<file path="config.mk">
export PLATFORM = sky130hd
export DESIGN_NAME = led_breath_multi
export DESIGN_NICKNAME = d
export VERILOG_FILES = /design/src/rtl/led_breath_multi.sv
export SDC_FILE = /design/constraint.sdc
export NUM_CORES = 1
export LEC_CHECK = 0
export CAP_MARGIN = 20
export CORE_AREA = 2 2 88 90
export DETAILED_ROUTE_END_ITERATION = 10
export DIE_AREA = 0 0 90 92
export PLACE_DENSITY = 0.71
export SLEW_MARGIN = 20
export SYNTH_ARGS = -nofsm -noshare
export SYNTH_HDL_FRONTEND = slang
export SYNTH_SLANG_ARGS = --single-unit
</file>
<file path="constraint.sdc">
create_clock -name sys_clk -period 3.35 [get_ports sys_clk]
set_input_delay 0.335 -clock sys_clk [delete_from_list [all_inputs] [get_ports sys_clk]]
set_output_delay 0.335 -clock sys_clk [all_outputs]
set_load 0.02 [all_outputs]
</file>
<file path="src/rtl/led_breath_multi.sv">
// rtl/led_breath_multi.sv - multi-channel triangle-wave breathing PWM LED driver
// Define LED_BREATH_GAMMA_EN for a quadratic (perceptual) duty curve instead of linear.
module led_breath_multi #(
    parameter int   NUM_CH   = 4,
    parameter int   PWM_BITS = 8,
    parameter int   PWM_DIV  = 4,
    parameter int   STEP_PWM = 191,
    parameter logic LED_ON   = 1'b1
) (
    input  logic              sys_clk,
    input  logic              rst,
    input  logic              en,
    input  logic              mode_chase,
    output logic [NUM_CH-1:0] led_out,
    output logic              pwm_wrap,
    output logic              breath_wrap
);
    localparam int DIV_W  = (PWM_DIV > 1) ? $clog2(PWM_DIV) : 1;
    localparam int STEP_W = (STEP_PWM > 1) ? $clog2(STEP_PWM) : 1;
    localparam int PH_W   = PWM_BITS + 1;

    logic [DIV_W-1:0]    div_cnt;
    logic [PWM_BITS-1:0] pwm_cnt;
    logic [STEP_W-1:0]   step_cnt;
    logic [PH_W-1:0]     phase;
    logic [PH_W-1:0]     phase_nxt;
    logic                mode_r;
    logic                mode_sel;
    logic                tick;
    logic                pb;
    logic                step_last;
    logic                clr;

    assign clr       = rst || !en;
    assign tick      = (div_cnt == DIV_W'(PWM_DIV - 1));
    assign pb        = tick && (pwm_cnt == '1);
    assign step_last = (step_cnt == STEP_W'(STEP_PWM - 1));
    assign phase_nxt = step_last ? phase + PH_W'(1) : phase;
    // Duties are loaded only on pb, using the mode that the coming period will run in.
    assign mode_sel  = pb ? mode_chase : mode_r;

    always_ff @(posedge sys_clk) begin
        if (clr) begin
            div_cnt     <= '0;
            pwm_cnt     <= '0;
            step_cnt    <= '0;
            phase       <= '0;
            mode_r      <= 1'b0;
            pwm_wrap    <= 1'b0;
            breath_wrap <= 1'b0;
        end else begin
            pwm_wrap    <= pb;
            breath_wrap <= pb && step_last && (phase == '1);
            div_cnt     <= tick ? '0 : div_cnt + DIV_W'(1);
            if (tick) begin
                pwm_cnt <= pwm_cnt + PWM_BITS'(1);
            end
            if (pb) begin
                step_cnt <= step_last ? '0 : step_cnt + STEP_W'(1);
                phase    <= phase_nxt;
                mode_r   <= mode_chase;
            end
        end
    end

    for (genvar i = 0; i < NUM_CH; i++) begin : g_ch
        localparam int OFFSET = (i * (1 << PH_W)) / NUM_CH;

        logic [PH_W-1:0]     ph;
        logic [PWM_BITS-1:0] level;
        logic [PWM_BITS-1:0] duty_nxt;
        logic [PWM_BITS-1:0] duty_r;
        logic                led_r;

        always_comb begin
            ph    = phase_nxt + (mode_sel ? PH_W'(OFFSET) : '0);
            level = ph[PH_W-1] ? ~ph[PWM_BITS-1:0] : ph[PWM_BITS-1:0];
        end

`ifdef LED_BREATH_GAMMA_EN
        logic [2*PWM_BITS-1:0] level_w;
        logic [2*PWM_BITS-1:0] square;
        assign level_w  = {{PWM_BITS{1'b0}}, level};
        assign square   = level_w * level_w;
        assign duty_nxt = PWM_BITS'(square >> PWM_BITS);
`else
        assign duty_nxt = level;
`endif

        always_ff @(posedge sys_clk) begin
            if (clr) begin
                duty_r <= '0;
                led_r  <= ~LED_ON;
            end else begin
                if (pb) begin
                    duty_r <= duty_nxt;
                end
                led_r <= (pwm_cnt < duty_r) ? LED_ON : ~LED_ON;
            end
        end

        assign led_out[i] = led_r;
    end
endmodule

</file>
==> summary.txt, run 1 <==
Run status
  – Status: completed

Logic synthesis
  – Syn nets: between 400 and 500
  – Mapped Cells: around 440
  – Ys flop type: dfxtp_1
  – Synth cell types: 52
  – Synth area leaders: dfxtp_1 34%, ha_1 11%, xor2_1 6.5%
  – Yosys top cell by area: dfxtp_1
  – Post-Syn Area: between 3000 and 4000 um2
  – Number of enable flip-flop cells after synthesis: 0
  – Register area share after synthesis: between 30% and 40%
  – Register bit total from synthesis: 66
  – Synth async-reset ratio: 0%
  – Synth warn: 0
  – Syn_area_per_cell: around 9 um2
  – Share of the synthesized area in the top cell type: 33.78%

Drt
  – Vias per std cell: between 5 and 6
  – DR WL/cell: about 15 um
  – Drt total wl: just over 8000 um
  – Iteration count of the initial detailed-routing pass: 4
  – Iter 0 DRT Violations: about 180
  – Vias: a little under 3,000
  – Antenna Nets Post-Route: 0
  – Drc violations: 0

CTS
  – Setup repair bufs after CTS: 0
  – H-tree depth: 3
  – Cts hold-fix bufs: 0
  – TritonCTS Buffers: 9
  – Clock root cell: clkbuf_8
  – Worst skew pair latency: ~0.35 ns
  – Clock transition at path regs: about 0.070 ns
  – CTS tree: done
  – Sink Count: 66
  – CTS resizes: 0
  – Clock tree buffer depth: 2

Placement
  – Post-DP HPWL: between 5000 and 6000 um
  – GP Congestion: roughly 0.80
  – Dpl ws: 0.1150 ns
  – Port bufs: 9
  – Post-place instance area: 4069 um2
  – Dpl cells: 532

Setup path
  – R2R Setup Slk: approximately 0.21 ns
  – Reg2Reg Launch Point: pwm_cnt[1]$_SDFFE_PP0N_
  – R2R Path End: g_ch[3].duty_r[3]$_SDFFE_PP0N_
  – Worst EP arrival: about 3.4 ns
  – Crit start category: flip-flop
  – Reg2Reg Depth: 10
  – Worst setup EP type: flip-flop
  – Worst Setup Path Type: flip-flop to flip-flop
  – Worst Setup SP: pwm_cnt[1]$_SDFFE_PP0N_
  – Crit-path max FO: 12
  – CP required: around 3.6 ns

Finish
  – Fillers: around 680
  – # diodes: 0
  – Most frequent cells in the layout: 66 x dfxtp_1, 34 x ha_1, 32 x inv_1, 32 x nor2_1, 29 x xor2_1
  – Fin cells: around 550
  – Final nets: 480
  – Final core utilization: about three fifths
  – Most common cell after layout, fill and taps aside: dfxtp_1
  – Share of cells above drive strength 1: 10.76%
  – Design area: 4343 um2
  – Area delta synth->final: 11.04%

Timing
  – Worst slew pin tran: around 0.76 ns
  – F_max: around 320 MHz
  – Final worst slack: 0.2079 ns
  – Final Hold Viols: 0
  – Relative slew slack: between 40 and 50%
  – Clock skew: between 0.005 and 0.006 ns
  – Fin. max-slew vios: 0
  – Final setup viols: 0
  – Final period util: 93.79%
  – Post-route minimum period: around 3.1 ns

GRT
  – Vias in the first global route: 2,874
  – Remaining global-route overflow: 0
  – GR Util All Layers: 21.16%
  – First-pass GRT wire length: 13,930 um
  – Busiest grt layer: met2
  – Met2 Use GR: roughly a third
  – Largest net degree at the start of global routing: 54
  – Met1 Use GR: 28.09%
  – M3 GR Usage: 5.012%
  – Initial antenna violation count: 0

Worst hold path
  – Hold WC Path Type: flip-flop to flip-flop
  – Min-delay src: div_cnt[0]$_SDFF_PP0_
  – Hold Path Stages: 1
  – Worst hold endpoint: div_cnt[0]$_SDFF_PP0_

Floorplanning
  – Die W: 90 um
  – Die Ht: between 90 and 100 um
  – Rows: 32
  – Die footprint: 8280 um2
  – Core Box Area: ~7400 um2
  – IO Pins: 10
  – Initial Utilization: between 50 and 60%

Power
  – Peak supply drop: about 0.24 mV
  – Leakage: about 1.6 nW
  – Pwr per Cell Area: 396.2 nW/um2

Flow run
  – Max_cap viols: 0
-- critical path: stages (launching register included) --
cell      delay [ns]
dfxtp_1         0.48
ha_1            0.25
nand2_1         0.13
or3_1           0.52
o21ai_0         0.26
ha_2            0.31
nor2b_1         0.06
o211ai_1        0.28
nand3_2         0.26
a211o_1         0.35
and3_1          0.13
-- area by class of cell --
| cell class | count | area [um2] | share of cell area [%] |
|---|---|---|---|
| Inverter | 32 | 120.1 | 2.766 |
| Sequential cell | 66 | 1321 | 30.42 |
| Tap cell | 102 | 127.6 | 2.939 |
| Timing Repair Buffer | 19 | 177.7 | 4.091 |
| Clock buffer | 9 | 123.9 | 2.852 |
| Clock inverter | 7 | 141.4 | 3.256 |
| Multi-Input combinational cell | 313 | 2331 | 53.67 |
-- Yosys cell counts (all sizes together), types with 12 or more instances --
cell    number
dfxtp       66
ha          35
inv         32
nor2        32
xor2        29
o21ai       28
xnor2       25
nand2       21
nand3       21
a211oi      18
buf         17
a21oi       15
a21o        13
clkbuf      13
nand4       12
-- cell families after synthesis --
family / after synthesis / synth area share (%)
XOR/XNOR: 55 / 12.86
multiplexers: 2 / 0.5438
buffers and inverters: 62 / 7.070
AND/OR/NAND/NOR: 133 / 19.39
flip-flops: 66 / 33.78
AO/OA/AOI/OAI: 88 / 15.16
adder cells (fa/ha/maj): 35 / 11.20
-- routing by layer --
metal | part of all wire [%] | up-vias
met5 | 0 | -
li1 | - | 1530
met4 | 1.5 | 0
met3 | 3.2 | 12
met2 | 46 | 48
met1 | 49 | 1386
-- worst max-delay path by stage --
stage	end	slack (ns)	cells after the start
2_1_floorplan	g_ch[3].duty_r[1]$_SDFFE_PP0N_	0.49	14
3_3_place_gp	g_ch[3].duty_r[3]$_SDFFE_PP0N_	0.22	10
3_5_place_dp	g_ch[3].duty_r[3]$_SDFFE_PP0N_	0.11	10
4_1_cts	g_ch[3].duty_r[3]$_SDFFE_PP0N_	0.09	10
5_1_grt	g_ch[3].duty_r[4]$_SDFFE_PP0N_	-0.03	10
6_report	g_ch[3].duty_r[3]$_SDFFE_PP0N_	0.21	10
-- power breakdown --
group / total (W) / internal (W) / switching [W]
Sequential: 0.000786 / 0.000785 / 0.000000605
Clock: 0.000898 / 0.000569 / 0.000328
Combinational: 0.0000375 / 0.0000132 / 0.0000243
Total: 0.00172 / 0.00137 / 0.000353
-- sequential cells by signal (all words and copies together) (netlist names) --
register / flops
mode_r: 1
step_cnt: 8
g_ch.duty_r: 32
breath_wrap: 1
phase: 9
pwm_wrap: 1
pwm_cnt: 8
div_cnt: 2
g_ch.led_r: 4
-- per-stage QoR --
stage | total power [W] | hold WS [ns] | setup TNS [ns]
floorplan | 0.0008290 | 0.4043 | 0
global placement | 0.0008409 | 0.4126 | 0
detailed placement | 0.0008416 | 0.4225 | 0
CTS | 0.001738 | 0.4356 | 0
global route | 0.001780 | 0.4567 | -0.05138
finish | 0.001721 | 0.4293 | 0
No activity file was read; power rests on OpenSTA's default activity.
==> run 2, diff against run 1 <==
Settings changed: CAP_MARGIN 20 to 10.
==> results of run 2 <==
The final DEF is identical to that of run 1; final timing and power are the same.
==> run 3, diff against run 2 <==
Settings changed: CAP_MARGIN 10 to 40, SKIP_LAST_GASP set to 1.
==> results of run 3 <==
The final DEF is identical to that of run 1; final timing and power are the same.
